**src/rtl/axis_elastic_buffer.sv**
```systemverilog
// AXI-stream elastic buffer: DEPTH-entry circular store with an optional registered
// output stage, optional store-and-forward packet mode and fill/packet status.
module axis_elastic_buffer #(
    parameter int DATA_WIDTH      = 32,
    parameter int DEST_WIDTH      = 32,
    parameter int USER_WIDTH      = 32,
    parameter int DEPTH           = 4,
    parameter int REGISTER_OUTPUT = 1,
    parameter int PACKET_MODE     = 0
) (
    input  logic                    clock,
    input  logic                    reset,
    input  logic [DATA_WIDTH-1:0]   i_axis_in_data,
    input  logic [DEST_WIDTH-1:0]   i_axis_in_dest,
    input  logic [USER_WIDTH-1:0]   i_axis_in_user,
    input  logic                    i_axis_in_tlast,
    input  logic                    i_axis_in_valid,
    output logic                    o_axis_in_ready,
    output logic [DATA_WIDTH-1:0]   o_axis_out_data,
    output logic [DEST_WIDTH-1:0]   o_axis_out_dest,
    output logic [USER_WIDTH-1:0]   o_axis_out_user,
    output logic                    o_axis_out_tlast,
    output logic                    o_axis_out_valid,
    input  logic                    i_axis_out_ready,
    output logic [$clog2(DEPTH):0]  o_fill_level,
    output logic [$clog2(DEPTH):0]  o_packet_count,
    output logic                    o_full
);

    localparam int AW = $clog2(DEPTH);
    localparam int PW = AW + 1;
    localparam int EW = DATA_WIDTH + DEST_WIDTH + USER_WIDTH + 1;

    logic [EW-1:0] r_mem [DEPTH];
    logic [PW-1:0] r_wr_ptr;
    logic [PW-1:0] r_rd_ptr;
    logic [PW-1:0] r_pkt_store;
    logic [PW-1:0] r_pkt_count;
    logic          r_ready_en;
    logic          r_full;
    logic          r_cut_through;

    logic          w_push;
    logic          w_pop;
    logic          w_empty;
    logic          w_eligible;
    logic          w_head_tlast;
    logic          w_out_valid;
    logic          w_out_fire;
    logic [EW-1:0] w_head;
    logic [PW-1:0] w_wr_next;
    logic [PW-1:0] w_rd_next;
    logic [PW-1:0] w_fill_next;

    assign o_axis_in_ready = r_ready_en && !r_full;
    assign w_push          = i_axis_in_valid && o_axis_in_ready;
    assign w_empty         = (r_wr_ptr == r_rd_ptr);
    assign w_head          = r_mem[r_rd_ptr[AW-1:0]];
    assign w_head_tlast    = w_head[0];
    assign w_out_fire      = w_out_valid && i_axis_out_ready;

    assign w_wr_next   = r_wr_ptr + PW'(w_push);
    assign w_rd_next   = r_rd_ptr + PW'(w_pop);
    assign w_fill_next = w_wr_next - w_rd_next;

    assign o_fill_level   = r_wr_ptr - r_rd_ptr;
    assign o_packet_count = r_pkt_count;
    assign o_full         = r_full;

    // A full store with no complete packet releases its head so long packets cannot deadlock.
    always_comb begin
        w_eligible = !w_empty;
        if (PACKET_MODE != 0) begin
            w_eligible = !w_empty &&
                         ((r_pkt_store != '0) || r_cut_through || (r_full && (r_pkt_store == '0)));
        end
    end

    always_ff @(posedge clock) begin
        if (w_push) begin
            r_mem[r_wr_ptr[AW-1:0]] <= {i_axis_in_data, i_axis_in_dest, i_axis_in_user, i_axis_in_tlast};
        end
    end

    always_ff @(posedge clock) begin
        if (!reset) begin
            r_wr_ptr      <= '0;
            r_rd_ptr      <= '0;
            r_pkt_store   <= '0;
            r_pkt_count   <= '0;
            r_ready_en    <= 1'b0;
            r_full        <= 1'b0;
            r_cut_through <= 1'b0;
        end else begin
            r_ready_en  <= 1'b1;
            r_wr_ptr    <= w_wr_next;
            r_rd_ptr    <= w_rd_next;
            r_full      <= (w_fill_next == PW'(DEPTH));
            r_pkt_store <= r_pkt_store + PW'(w_push && i_axis_in_tlast) - PW'(w_pop && w_head_tlast);
            r_pkt_count <= r_pkt_count + PW'(w_push && i_axis_in_tlast) - PW'(w_out_fire && o_axis_out_tlast);
            if (w_pop && w_head_tlast) begin
                r_cut_through <= 1'b0;
            end else if ((PACKET_MODE != 0) && w_pop && r_full && (r_pkt_store == '0)) begin
                r_cut_through <= 1'b1;
            end
        end
    end

    generate
        if (REGISTER_OUTPUT != 0) begin : g_reg_out
            logic          r_out_valid;
            logic [EW-1:0] r_out_payload;

            assign w_pop       = w_eligible && (!r_out_valid || i_axis_out_ready);
            assign w_out_valid = r_out_valid;

            always_ff @(posedge clock) begin
                if (!reset) begin
                    r_out_valid   <= 1'b0;
                    r_out_payload <= '0;
                end else if (w_pop) begin
                    r_out_valid   <= 1'b1;
                    r_out_payload <= w_head;
                end else if (i_axis_out_ready) begin
                    r_out_valid   <= 1'b0;
                end
            end

            assign {o_axis_out_data, o_axis_out_dest, o_axis_out_user, o_axis_out_tlast} = r_out_payload;
        end else begin : g_comb_out
            assign w_pop       = w_eligible && i_axis_out_ready;
            assign w_out_valid = w_eligible;
            assign {o_axis_out_data, o_axis_out_dest, o_axis_out_user, o_axis_out_tlast} =
                w_empty ? '0 : w_head;
        end
    endgenerate

    assign o_axis_out_valid = w_out_valid;

endmodule

```
**config.mk**
```make
export PLATFORM = sky130hd
export DESIGN_NAME = axis_elastic_buffer
export DESIGN_NICKNAME = d
export VERILOG_FILES = /design/src/rtl/axis_elastic_buffer.sv
export SDC_FILE = /design/constraint.sdc
export NUM_CORES = 1
export LEC_CHECK = 0
export ABC_AREA = 1
export BUFFER_PORTS_ARGS = -buffer_cell sky130_fd_sc_hd__buf_2
export CORE_MARGIN = 3
export CORE_UTILIZATION = 54
export CTS_BUF_LIST = sky130_fd_sc_hd__clkbuf_8
export DETAILED_ROUTE_END_ITERATION = 12
export GPL_TIMING_DRIVEN = 0
export MAX_ROUTING_LAYER = met4
export PLACE_DENSITY_LB_ADDON = 0.3
export SLEW_MARGIN = 20
export SYNTH_ARGS = -nofsm -noshare
export SYNTH_HDL_FRONTEND = slang
export SYNTH_SLANG_ARGS = --single-unit
```
**constraint.sdc**
```tcl
create_clock -name clock -period 27.1 [get_ports clock]
set_input_delay 5.42 -clock clock [delete_from_list [all_inputs] [get_ports clock]]
set_output_delay 5.42 -clock clock [all_outputs]
set_load 0.02 [all_outputs]
```
==> impl_metrics.tcl <==
set metrics [dict create \
    worstSetupStartpoint "r_wr_ptr[0]" \
    die_h_um 201.8 \
    synth.most_common_cell "nand2_1" \
    num_vias 14962 \
    drive_gt1_frac 0.1699 \
    regArea_um2 13830 \
    place_ws_ns 19.25 \
    synth_nets 2351 \
    endpoint_kind "output pin" \
    dieWidth_um 201.8 \
    clock_latency_ns 0.63 \
    crit_slowest_cell "dfxtp_1" \
    cts_max_path_buffers 3 \
    hold_buffers 0 \
    path_class "reg -> out" \
    synth_warnings 0 \
    start_kind "flop" \
    critPathTopFamily "adder cells" \
    grt.total_usage 0.2504 \
    cts_tree "yes" \
    multiInputGateArea_um2 5137 \
    portBuffers 206 \
    r2r_start "r_rd_ptr[1]" \
    tns_ns 0 \
    placed_cell_area_um2 22900 \
    cp_num_cells 5 \
    ys_async_sr_fraction 0 \
    post_cts_buffers 0 \
    place.gp.congestion 0.8049 \
    synth_seq_area_share 0.6685 \
    pin_count 207 \
    first_pass_iters 6 \
    synth_top_area_frac 0.5631 \
    viasPerCell 4.715 \
    r2r_end "o_full" \
    maxCapViolCount 0 \
    start_util 0.5481 \
    yosys.area.top_type "edfxtp_1" \
    ys_types 21 \
    status "finished, final reports clean" \
    dp.cells 3010 \
    crit_fanout 4 \
    netlist_top_cells_area "edfxtp_1, nand2_1, nor2_1" \
    synth_edf_count 388 \
    synth_cells 2238 \
    synth_ff_type "edfxtp_1" \
    max-vdd-ir-drop_mv 0.06524 \
    p_per_area_nw_per_um2 97.74 \
    rsz0062_at_grt "no" \
    area_delta_synth_final_pct 18.50 \
    cts_buffers 81 \
    htree_num_levels 3 \
    fillers 3058 \
    slew_headroom 0.4398 \
    drt_iter0_drc 1018 \
    r2r_cells 19 \
    fin_nets 2695 \
    grt_pass1_wl_um 77270 \
    finalClockSkew_ns 0.01933 \
    die-area_um2 40700 \
    stdcell_count 3173 \
    cp_slowest_stage_delay_ns 0.41 \
    hold_viol 0 \
    hold_path.class "reg -> reg" \
    syn_avg_cell_area_um2 9.246 \
    path_buf_inv 2 \
    syn_area_um2 20690 \
    reg2reg_slack_ns 23.28 \
    hpwl_um 33730 \
    cts.sinks 497 \
    grt_max_degree 11 \
    fmax_mhz 129.2 \
    grt-ovfl-total 0 \
    crit_chain "inv_1, ha_1, fa_1, xor2_1, buf_2" \
    postLayoutCellArea_um2 24520 \
    synthTopCellsByCount "nand2_1, nor2_1, edfxtp_1, inv_1, dfxtp_1" \
    num_rows 71 \
    cts_resized 0 \
    post-route-period-util 0.2857 \
    antenna_found_initial 9 \
    wl_um 49490 \
    power_leakage_nw 11.49 \
    ys_seq_elements 497 \
    critPathArrivalTime_ns 2.32 \
    fp.coreArea_um2 37760 \
    crit_end "o_fill_level[2]" \
    grt_pass1_vias 14820 \
    wire_per_inst_um 15.60 \
    crit_required_ns 21.68 \
    route.detailed.drc 0 \
    clkTransAtPathRegs_ns 0.06 \
    slew_viol_final 0 \
    worstMarginPinSlew_ns 0.8357 \
    ant_nets 0 \
    report.final.setup_viol 0 \
    fin_crit_ns 7.742 \
    layout_setup_ws_ns 19.36 \
    cts.root.buffer_cell "clkbuf_8" \
]
sequential cells by signal, indices dropped and copies added (netlist names):
name	cells
r_ready_en	1
o_full	1
o_axis_out_valid	1
o_packet_count	3
r_rd_ptr	3
r_mem	388
r_wr_ptr	3
g_reg_out.r_out_payload	97
where the power goes:
group | switching (mW) | internal [mW]
sequential | 0.0439 | 0.919
clock | 0.287 | 0.336
combinational | 0.549 | 0.260
cell usage in the layout (no fill, tap or decap), types with 13 or more instances in the layout:
cell type	count
buf_2	248
buf_4	56
buf_6	30
clkbuf_1	14
clkbuf_8	98
dfxtp_1	109
diode_2	13
edfxtp_1	388
inv_1	352
nand2_1	712
nor2_1	586
worst reg2reg max path, cell delays in order, from the launching register on:
cell,delay [ns]
dfxtp_1,0.37
buf_2,0.26
inv_2,0.20
clkbuf_1,0.33
ha_1,0.38
nand2_1,0.05
inv_1,0.05
nand3_1,0.07
nand2_2,0.26
buf_6,0.25
buf_4,0.22
inv_1,0.07
ha_1,0.19
ha_1,0.29
inv_1,0.05
ha_1,0.30
a21oi_1,0.19
nand3_1,0.10
nand2_1,0.06
nor2_1,0.04
layout make-up:
| type | count | share of cell area |
|---|---|---|
| clock inverter | 52 | 0.009746 |
| timing repair buffer | 261 | 0.06317 |
| sequential | 497 | 0.5641 |
| tap | 511 | 0.02607 |
| buffer | 97 | 0.02204 |
| multi-input combinational | 1324 | 0.2095 |
| antenna | 13 | 0.001327 |
| inverter | 320 | 0.04898 |
| clock buffer | 98 | 0.05501 |
worst min-delay path by stage:
stage | start | cells past startpoint | to | slack [ns]
2_1_floorplan | r_rd_ptr[2] | 3 | r_rd_ptr[2] | 0.51
3_3_place_gp | g_reg_out.r_out_payload[43] | 4 | g_reg_out.r_out_payload[43] | 0.49
3_5_place_dp | g_reg_out.r_out_payload[88] | 4 | g_reg_out.r_out_payload[88] | 0.50
4_1_cts | g_reg_out.r_out_payload[88] | 4 | g_reg_out.r_out_payload[88] | 0.51
5_1_grt | g_reg_out.r_out_payload[80] | 4 | g_reg_out.r_out_payload[80] | 0.54
6_report | g_reg_out.r_out_payload[88] | 4 | g_reg_out.r_out_payload[88] | 0.51
metrics by stage:
stage	util	hold slack [ns]	total power, mW
floorplan	-	0.5145	1.526
global placement	0.5923	0.4946	1.771
detailed placement	0.6066	0.4959	1.790
CTS	0.6486	0.5086	2.415
global route	0.6492	0.5368	2.553
finish	0.6495	0.5074	2.397
layer usage:
| metal | vias to the layer above | global-route usage | share of wire |
|---|---|---|---|
| li1 | 7517 | - | - |
| met1 | 6881 | 0.3032 | 0.41 |
| met2 | 471 | 0.4066 | 0.48 |
| met3 | 93 | 0.05679 | 0.072 |
| met4 | 0 | 0.1091 | 0.034 |
| met5 | - | - | 0 |
cell families (layout without fill, tap and decap cells):
family / Yosys count / count (layout) / share of synthesized area
xor gates and xnor gates: 2 / 2 / 0.0008467
other: 0 / 13 / 0
buffers and inverters: 417 / 828 / 0.08417
and+or+nand+nor: 1306 / 1306 / 0.2375
AOI/OAI and AO/OA: 4 / 4 / 0.0009670
DFF: 497 / 497 / 0.6685
adders and majority gates: 12 / 12 / 0.007982
No activity file was read; power rests on OpenSTA's default activity.
